===== src/rtl/keypad_scan_if.sv =====
// rtl/keypad_scan_if.sv - key event handshake between keypad scanner and request logic
interface keypad_scan_if;
  logic       key_valid;
  logic [3:0] key_code;
  logic       key_ready;

  modport master (output key_valid, output key_code, input key_ready);
  modport slave  (input key_valid, input key_code, output key_ready);
endinterface


===== src/rtl/keypad_scan.sv =====
// rtl/keypad_scan.sv - 4x4 keypad column scanner with held-key suppression and key FIFO
module keypad_scan #(
  parameter int SCAN_DIV   = 1000,
  parameter int FIFO_DEPTH = 4
) (
  input  logic              clk,
  input  logic              rst,
  input  logic [3:0]        button_mux,
  output logic [3:0]        columns,
  output logic              en,
  output logic              overflow,
  keypad_scan_if.master     key
);

  localparam int CW = (SCAN_DIV > 1) ? $clog2(SCAN_DIV) : 1;
  localparam int AW = $clog2(FIFO_DEPTH);

  typedef enum logic [1:0] {
    S_SETTLE = 2'd0,
    S_DWELL  = 2'd1,
    S_COMMIT = 2'd2,
    S_PUSH   = 2'd3
  } state_t;

  state_t          state;
  state_t          next_state;
  logic [1:0]      col;
  logic [CW-1:0]   cnt;
  logic [3:0]      capture;
  logic [3:0]      pend;
  logic [3:0]      new_mask;
  logic [3:0][3:0] held;
  logic [3:0]      low_onehot;
  logic [1:0]      low_row;
  logic            push;
  logic            push_ok;
  logic            pop;
  logic            advance;
  logic            full;
  logic            empty;
  logic [AW:0]     wr_ptr;
  logic [AW:0]     rd_ptr;
  logic [3:0]      mem [FIFO_DEPTH];

  // Rows pressed this visit that were not already held from the previous visit
  assign new_mask = capture & ~held[col];
  assign columns  = 4'b0001 << col;

  // Lowest pending row is pushed first so a multi-key column drains in ascending row order
  always_comb begin
    low_row    = 2'd0;
    low_onehot = 4'b0000;
    for (int i = 3; i >= 0; i--) begin
      if (pend[i]) begin
        low_row       = 2'(i);
        low_onehot    = 4'b0000;
        low_onehot[i] = 1'b1;
      end
    end
  end

  // Scan state register
  always_ff @(posedge clk) begin
    if (rst) state <= S_SETTLE;
    else     state <= next_state;
  end

  // Next-state and per-state strobes; debouncer only enabled while dwelling
  always_comb begin
    next_state = state;
    en         = 1'b0;
    push       = 1'b0;
    advance    = 1'b0;
    case (state)
      S_SETTLE: next_state = S_DWELL;
      S_DWELL: begin
        en = 1'b1;
        if (cnt == CW'(SCAN_DIV - 1)) next_state = S_COMMIT;
      end
      S_COMMIT: begin
        if (new_mask == 4'b0000) begin
          advance    = 1'b1;
          next_state = S_SETTLE;
        end else begin
          next_state = S_PUSH;
        end
      end
      S_PUSH: begin
        push = 1'b1;
        if ((pend & ~low_onehot) == 4'b0000) begin
          advance    = 1'b1;
          next_state = S_SETTLE;
        end
      end
      default: next_state = S_SETTLE;
    endcase
  end

  // Column pointer, dwell counter, press capture and held-key memory
  always_ff @(posedge clk) begin
    if (rst) begin
      col     <= 2'd0;
      cnt     <= '0;
      capture <= 4'b0000;
      pend    <= 4'b0000;
      held    <= '0;
    end else begin
      case (state)
        S_SETTLE: begin
          capture <= 4'b0000;
          cnt     <= '0;
        end
        S_DWELL: begin
          capture <= capture | button_mux;
          cnt     <= cnt + CW'(1);
        end
        S_COMMIT: begin
          held[col] <= capture;
          pend      <= new_mask;
        end
        S_PUSH: pend <= pend & ~low_onehot;
        default: ;
      endcase
      if (advance) col <= col + 2'd1;
    end
  end

  // A full FIFO still accepts a push when the head is popped in the same cycle
  assign empty         = (wr_ptr == rd_ptr);
  assign full          = (wr_ptr[AW] != rd_ptr[AW]) && (wr_ptr[AW-1:0] == rd_ptr[AW-1:0]);
  assign key.key_valid = ~empty;
  assign key.key_code  = empty ? 4'h0 : mem[rd_ptr[AW-1:0]];
  assign pop           = key.key_valid & key.key_ready;
  assign push_ok       = push & (~full | pop);

  // FIFO pointers and sticky drop flag
  always_ff @(posedge clk) begin
    if (rst) begin
      wr_ptr   <= '0;
      rd_ptr   <= '0;
      overflow <= 1'b0;
    end else begin
      if (pop)     rd_ptr <= rd_ptr + (AW+1)'(1);
      if (push_ok) wr_ptr <= wr_ptr + (AW+1)'(1);
      if (push && !push_ok) overflow <= 1'b1;
    end
  end

  // FIFO storage; contents are don't-care while empty so no reset needed
  always_ff @(posedge clk) begin
    if (push_ok) mem[wr_ptr[AW-1:0]] <= {low_row, col};
  end

endmodule


===== src/flat_wrapper.sv =====
// flat-port wrapper written by rule: the top's interface ports become plain ports
module keypad_scan_flat 
#(
  parameter int SCAN_DIV   = 1000,
  parameter int FIFO_DEPTH = 4
)
  (clk, rst, button_mux, columns, en, overflow, key_key_valid, key_key_code, key_key_ready);
  keypad_scan_if key_i ();
  input  logic clk;
  input  logic rst;
  input  logic [3:0] button_mux;
  output logic [3:0] columns;
  output logic en;
  output logic overflow;
  output wire logic [$bits(key_i.key_valid)-1:0] key_key_valid;
  output wire logic [$bits(key_i.key_code)-1:0] key_key_code;
  input wire logic [$bits(key_i.key_ready)-1:0] key_key_ready;
  assign key_key_valid = key_i.key_valid;
  assign key_key_code = key_i.key_code;
  assign key_i.key_ready = key_key_ready;
  keypad_scan #(.SCAN_DIV(SCAN_DIV), .FIFO_DEPTH(FIFO_DEPTH)) u_core (.clk(clk), .rst(rst), .button_mux(button_mux), .columns(columns), .en(en), .overflow(overflow), .key(key_i));
endmodule

===== config.mk =====
export PLATFORM = sky130hd
export DESIGN_NAME = keypad_scan_flat
export DESIGN_NICKNAME = d
export VERILOG_FILES = /design/src/rtl/keypad_scan_if.sv /design/src/rtl/keypad_scan.sv /design/src/flat_wrapper.sv
export SDC_FILE = /design/constraint.sdc
export NUM_CORES = 1
export LEC_CHECK = 0
export CAP_MARGIN = 20
export CORE_UTILIZATION = 58
export CTS_CLUSTER_SIZE = 10
export DETAILED_ROUTE_END_ITERATION = 8
export PLACE_DENSITY = 0.9
export SYNTH_ARGS = -nofsm -noshare
export SYNTH_HDL_FRONTEND = slang
export SYNTH_SLANG_ARGS = --single-unit

===== constraint.sdc =====
create_clock -name clk -period 2.6 [get_ports clk]
set_clock_uncertainty 0.2 [all_clocks]
set_input_delay 0.26 -clock clk [delete_from_list [all_inputs] [get_ports clk]]
set_output_delay 0.26 -clock clk [all_outputs]
set_load 0.01 [all_outputs]

## After elaboration in Yosys (flattened, before gate mapping)

Memories as Yosys holds them, arrays and structs flattened. A register that Yosys moved wholly into a read port is not among the register bits.
Index checks and enable logic that the tools add are counted.

| cells by class | value |
|---|---|
| add/sub/neg operators | 4 |
| order comparisons | 2 |
| reductions and logical operators | 10 |
| muxes and demuxes | 30 |
| shifts and indexed selects | 1 |
| bitwise logic cells | 10 |
| equal/unequal tests | 9 |

Operators with widths:

| operator | number |
|---|---|
| two-way mux 4 bit | 7 |
| case mux 10 bit (2 select lines) | 1 |
| two-way mux 2 bit | 9 |
| bitwise mux 16 bit | 1 |
| case mux 4 bit (2 select lines) | 2 |
| adder 10 x 1 -> 10 bit, second input constant | 1 |
| == test 10 bit, second input constant | 1 |
| AND 4 bit | 2 |
| binary-select mux 4 bit (select 2 bit) | 1 |
| demux 4 bit (select 2 bit) | 1 |
| zero test 4 bit | 2 |
| NOT 4 bit | 2 |
| case mux 2 bit (4 select lines) | 1 |
| adder 3 x 1 -> 3 bit, second input constant | 2 |
| two-way mux 1 bit | 6 |
| == test 2 bit, second input constant | 2 |
| inequality test 2 x 1 -> 1 bit, second input constant | 2 |
| bitwise OR 4 bit | 1 |
| nonzero test 2 bit | 2 |
| << shifter 1 x 2 -> 4 bit, first input constant | 1 |
| == test 3 bit | 1 |
| logical AND 1 bit | 3 |
| < comparator 2 x 3 -> 1 bit, second input constant | 1 |
| adder 2 x 1 -> 2 bit, second input constant | 1 |
| 11 further kinds | 13 |

| storage, ports and cells | value |
|---|---|
| output and inout bits | 11 |
| bits in registers | 45 |
| RAM bits | 16 |
| memories kept | 1 |

Memories:

| name | depth | bits a word | rd ports | clocked after Yosys merged registers in | wr ports | line | text |
|---|---|---|---|---|---|---|---|
| u_core.mem | 4 | 4 | 1 | 1 | 1 | keypad_scan.sv:43 | `logic [3:0] mem [FIFO_DEPTH];` |

## Logic depth before layout (Yosys ltp)

| logic depth | value |
|---|---|
| word-level depth | 9 |
| gate-level depth with buffers | 6 |
| mapped depth without buffers | 6 |

## Worst setup path before layout

Ideal clock, no wire load.

| path | value |
|---|---|
| path kind | flip-flop to flip-flop |
| start point | reg u_core.col[1] |
| end point | reg u_core.col[0] |
| stages on the path, launching flop included | 7 |
| path buffers | 1 |
| library setup time | 127 ps |
| arrival time | 1505 ps |
| required time | 2273 ps |
| period minus slack after synthesis | 1832 ps |
| setup slack | 768 ps |
| path through | dfxtp_1 -> buf_6 -> mux4_2 -> nor2b_4 -> nor4_2 -> nor3_1 -> nor3_2 |

| on the way | value |
|---|---|
| longest elaborated chain between the ends | 7 |

Ends and longest elaborated chain:

| element | line | text |
|---|---|---|
| start: declaration | keypad_scan.sv:27 | `logic [1:0] col;` |
| start signal: assignment | keypad_scan.sv:124 | `if (advance) col <= col + 2'd1;` |
| binary-select mux 4 bit (select 2 bit) | keypad_scan.sv:46 | `assign new_mask = capture & ~held[col];` |
| two-way mux 4 bit (not written as such) | keypad_scan.sv:46 |  |
| NOT 4 bit | keypad_scan.sv:46 |  |
| AND 4 bit | keypad_scan.sv:46 |  |
| zero test 4 bit | keypad_scan.sv:81 | `if (new_mask == 4'b0000) begin` |
| two-way mux 1 bit | keypad_scan.sv:81 |  |
| case mux 1 bit (2 select lines) | keypad_scan.sv:74 | `case (state)` |

Every way passes these cells. The select of a mux whose other input is x is not followed.
A chain may end at the register's enable or synchronous reset.

## Final worst setup path

| path | value |
|---|---|
| start point | reg u_core.wr_ptr[0] |
| end point | out key_key_code[0] |

| on the way | value |
|---|---|
| longest elaborated chain between the ends | 2 |

Ends and longest elaborated chain:

| element | line | text |
|---|---|---|
| start: declaration | keypad_scan.sv:41 | `logic [AW:0] wr_ptr;` |
| start signal: assignment | keypad_scan.sv:144 | `if (push_ok) wr_ptr <= wr_ptr + (AW+1)'(1);` |
| == test 3 bit | keypad_scan.sv:129 | `assign empty = (wr_ptr == rd_ptr);` |
| two-way mux 4 bit | keypad_scan.sv:132 | `assign key.key_code = empty ? 4'h0 : mem[rd_ptr[AW-1:0]];` |
| end: declaration | flat_wrapper.sv:16 | `output wire logic [$bits(key_i.key_code)-1:0] key_key_code;` |

Every way passes these cells.

==> metrics.md <==
| Metric | Value |
|---|---|
| Wirelength per Cell | `14.7 um` |
| DRC Markers | `0` |
| Critical Path, Cell by Cell | `xnor2_1 > nand3_1 > and2_1 > clkdlybuf4s50_1` |
| Vias per cell | `5.58` |
| Syn Nets | `300` |
| Max incr delay on CP | `0.47 ns` |
| RSZ-0062 raised after global routing | `false` |
| Fin. max-slew vios | `0` |
| Die width | `72.2 um` |
| CP arrival | `1.99 ns` |
| Net count, final | `320` |
| Status | `finished clean` |
| Largest net degree at the start of global routing | `27` |
| Final setup viols | `0` |
| Rel. slew slack | `36.5%` |
| Post-Syn Area | `2860 um^2` |
| CTS buffer count | `9` |
| Clock Tree Buf Depth | `2` |
| Die Y | `72.2 um` |
| Area of the core | `4720 um^2` |
| Worst Setup End Kind | `primary output` |
| Cell taking the most area after synthesis | `dfxtp_1` |
| Leakage | `0.00114 uW` |
| Number of global-route vias before repair | `2059` |
| Kind of critical path | `reg2out` |
| Initial core utilization | `60.5%` |
| Unique cell type count in the Yosys netlist | `44` |
| Initial DRC count | `194` |
| Total power divided by cell area | `598 nW/um^2` |
| PnR worst setup slack | `0.154 ns` |
| Initial antenna violation count | `0` |
| Number of I/O pins | `18` |
| Peak VDD IR | `0.359 mV` |
| Fin crit share | `94.1%` |
| Pre-CTS setup slack | `0.489 ns` |
| Post-route antenna net violation count | `0` |
| WP data required | `2.14 ns` |
| Startpoint types | `register` |
| Total number of vias | `2094` |
| WL final | `5.51 mm` |
| CP max-delay cell | `clkdlybuf4s50_1` |
| Synthesized area per cell | `10.1 um^2` |
| # H-tree levels | `3` |
| CTS tree | `done` |
| Floorplan row count | `25` |
| MaxCap Viol Count | `0` |
| IO buf count | `17` |
| Total GRT Usage | `23.6%` |
| Drt pass-1 iters | `4` |
| Top cell type's share of synthesized area | `33.0%` |
| Hold_buf cts | `0` |
| DIE AREA | `5210 um^2` |
| Max Clk Rate | `0.409 GHz` |
| Cells after Synth | `283` |
| Clock Sinks | `63` |
| Setup TNS | `0 ns` |
| Buf/Inv on CP | `1` |
| Largest cells by area after synthesis | `dfxtp_1 33%, edfxtp_1 17%, a21oi_1 5.4%` |
| Worst-skew pair later-pin latency | `0.34 ns` |
| HPWL after DPL | `3.81 mm` |
| Synth warnings | `0` |
| Routability congestion estimate | `0.842` |
| Root Buffer Master | `clkbuf_8` |
| Cts repair resizes | `0` |
| Top delay family on crit path | `simple AND/OR/NAND/NOR gates` |
| Sequential fraction of the synthesis area | `49.8%` |
| Ratio of cells with drive above 1 in the final layout | `12.3%` |
| ANT cells | `0` |
| Clock edge transition at the registers on the reported setup and hold paths | `0.06 ns` |
| First-pass GRT wire length | `9.20 mm` |
| Final core utilization | `69.1%` |
| Critical path peak fanout | `8` |
| Final Hold Vio Count | `0` |
| Slew @ Worst Pin | `0.951 ns` |
| Global route overflow | `0` |
| Flops & latches, synth | `63` |
| Post-CTS setup buffers | `0` |
| Hold crit path type | `reg2reg` |
| Fillers | `345` |
| Area growth from synthesis to layout | `14.4%` |
| Min Tclk post-route | `2.45 ns` |
==> through the flow <==
stage	power [uW]	instances	area [um^2]	hold WS, ns
after floorplan	1060	283	2860	0.205
after global placement	1080	359	3050	0.241
after detailed placement	1080	359	3050	0.251
after CTS	1960	375	3270	0.260
after global routing	2010	375	3270	0.281
final	1950	375	3270	0.259
==> Yosys cell counts <==
| library cell | number |
|---|---|
| clkbuf_8 | 2 |
| mux4_2 | 6 |
| and2_1 | 8 |
| nand4b_1 | 1 |
| xor2_1 | 9 |
| o22ai_2 | 1 |
| o221ai_1 | 1 |
| nand2_2 | 1 |
| o21bai_1 | 1 |
| mux2_2 | 4 |
| nand3_1 | 21 |
| nand2_1 | 33 |
| nor3_2 | 1 |
| o21ai_0 | 2 |
| nor4_1 | 2 |
| or3_1 | 3 |
| edfxtp_1 | 16 |
| nor3_1 | 3 |
| nor2b_4 | 1 |
| buf_6 | 2 |
| or2b_1 | 1 |
| o21ai_1 | 1 |
| dlygate4sd1_1 | 1 |
| o22ai_4 | 1 |
| a211o_1 | 2 |
| or2_1 | 1 |
| clkbuf_1 | 5 |
| o21a_1 | 3 |
| a41oi_2 | 1 |
| nand4_1 | 4 |
| buf_2 | 1 |
| nand3b_1 | 1 |
| dfxtp_1 | 47 |
| a22oi_1 | 3 |
| inv_1 | 8 |
| xnor2_1 | 6 |
| or2b_2 | 1 |
| a21oi_1 | 31 |
| o211a_1 | 1 |
| nor2b_1 | 2 |
| nor2_1 | 31 |
| ha_1 | 10 |
| nor4_2 | 2 |
| inv_2 | 1 |
==> per-layer routing <==
metal  vias up  wire length (um)  part of all wire (%)  GRT usage (%)
li1       1033                 -                     -              -
met4         0               121                   2.2           14.8
met2        41              2750                    50           38.0
met1      1005              2430                    44           28.2
met5         -                 0                     0              0
met3        15               206                   3.7           6.39
==> final timing paths <==
check / endpoint / from / slack, ns / cells after the start
max: key_key_code[0] / u_core.wr_ptr[0] / 0.15 / 4
min: u_core.held[4] / u_core.held[4] / 0.26 / 2
max reg2reg: u_core.col[0] / u_core.col[1] / 0.52 / 5
min reg2reg: u_core.held[4] / u_core.held[4] / 0.26 / 2
==> state kept, by name, indices dropped and copies added (netlist names), named ones only <==
signal and count:
u_core.state 2, u_core.rd_ptr 3, u_core.held 16, u_core.capture 4, u_core.mem 16, u_core.wr_ptr 3
u_core.cnt 10, u_core.col 2, u_core.overflow 1, u_core.pend 4
==> kinds of logic (layout without fill, tap and decap cells) <==
family,count (synthesis),count (layout),synth area share (%)
AOI/OAI and AO/OA,48,48,10.8
and+or+nand+nor,117,117,20.1
xor gates and xnor gates,15,15,4.60
DFF,63,63,49.8
muxes,10,10,6.31
adders and majority gates,10,10,4.38
buffers and inverters,20,45,4.08
==> layout make-up <==
| type | instances | area, um^2 | share of cell area [%] |
|---|---|---|---|
| Multi-Input combinational cell | 200 | 1320 | 40.3 |
| Clock inverter | 5 | 53.8 | 1.65 |
| Timing Repair Buffer | 20 | 193 | 5.90 |
| Sequential cell | 63 | 1420 | 43.5 |
| Clock buffer | 11 | 163 | 4.98 |
| Tap cell | 67 | 83.8 | 2.57 |
| Inverter | 9 | 33.8 | 1.03 |
==> worst min-delay path, stage by stage, from the launching register on <==
cell and delay (ns):
dfxtp_1 0.31, nand2_1 0.05, a21oi_1 0.05
==> cells in the final DEF, fill, tap and decap left out, types with 4 or more instances in the layout <==
cell type / Yosys / routed
xnor2_1: 6 / 6
nand3_1: 21 / 21
nand2_1: 33 / 33
nand4_1: 4 / 4
mux4_2: 6 / 6
inv_1: 8 / 8
a21oi_1: 31 / 31
nor2_1: 31 / 31
ha_1: 10 / 10
clkdlybuf4s50_1: 0 / 17
and2_1: 8 / 8
xor2_1: 9 / 9
mux2_2: 4 / 4
edfxtp_1: 16 / 16
clkbuf_8: 2 / 10
dfxtp_1: 47 / 47
==> report_power, final <==
part / total (uW) / switching (uW) / internal [uW]
Sequential: 1010 / 9.18 / 1000
Combinational: 49.3 / 26.5 / 22.8
Clock: 889 / 368 / 522
(Power assumes the default switching activity.)
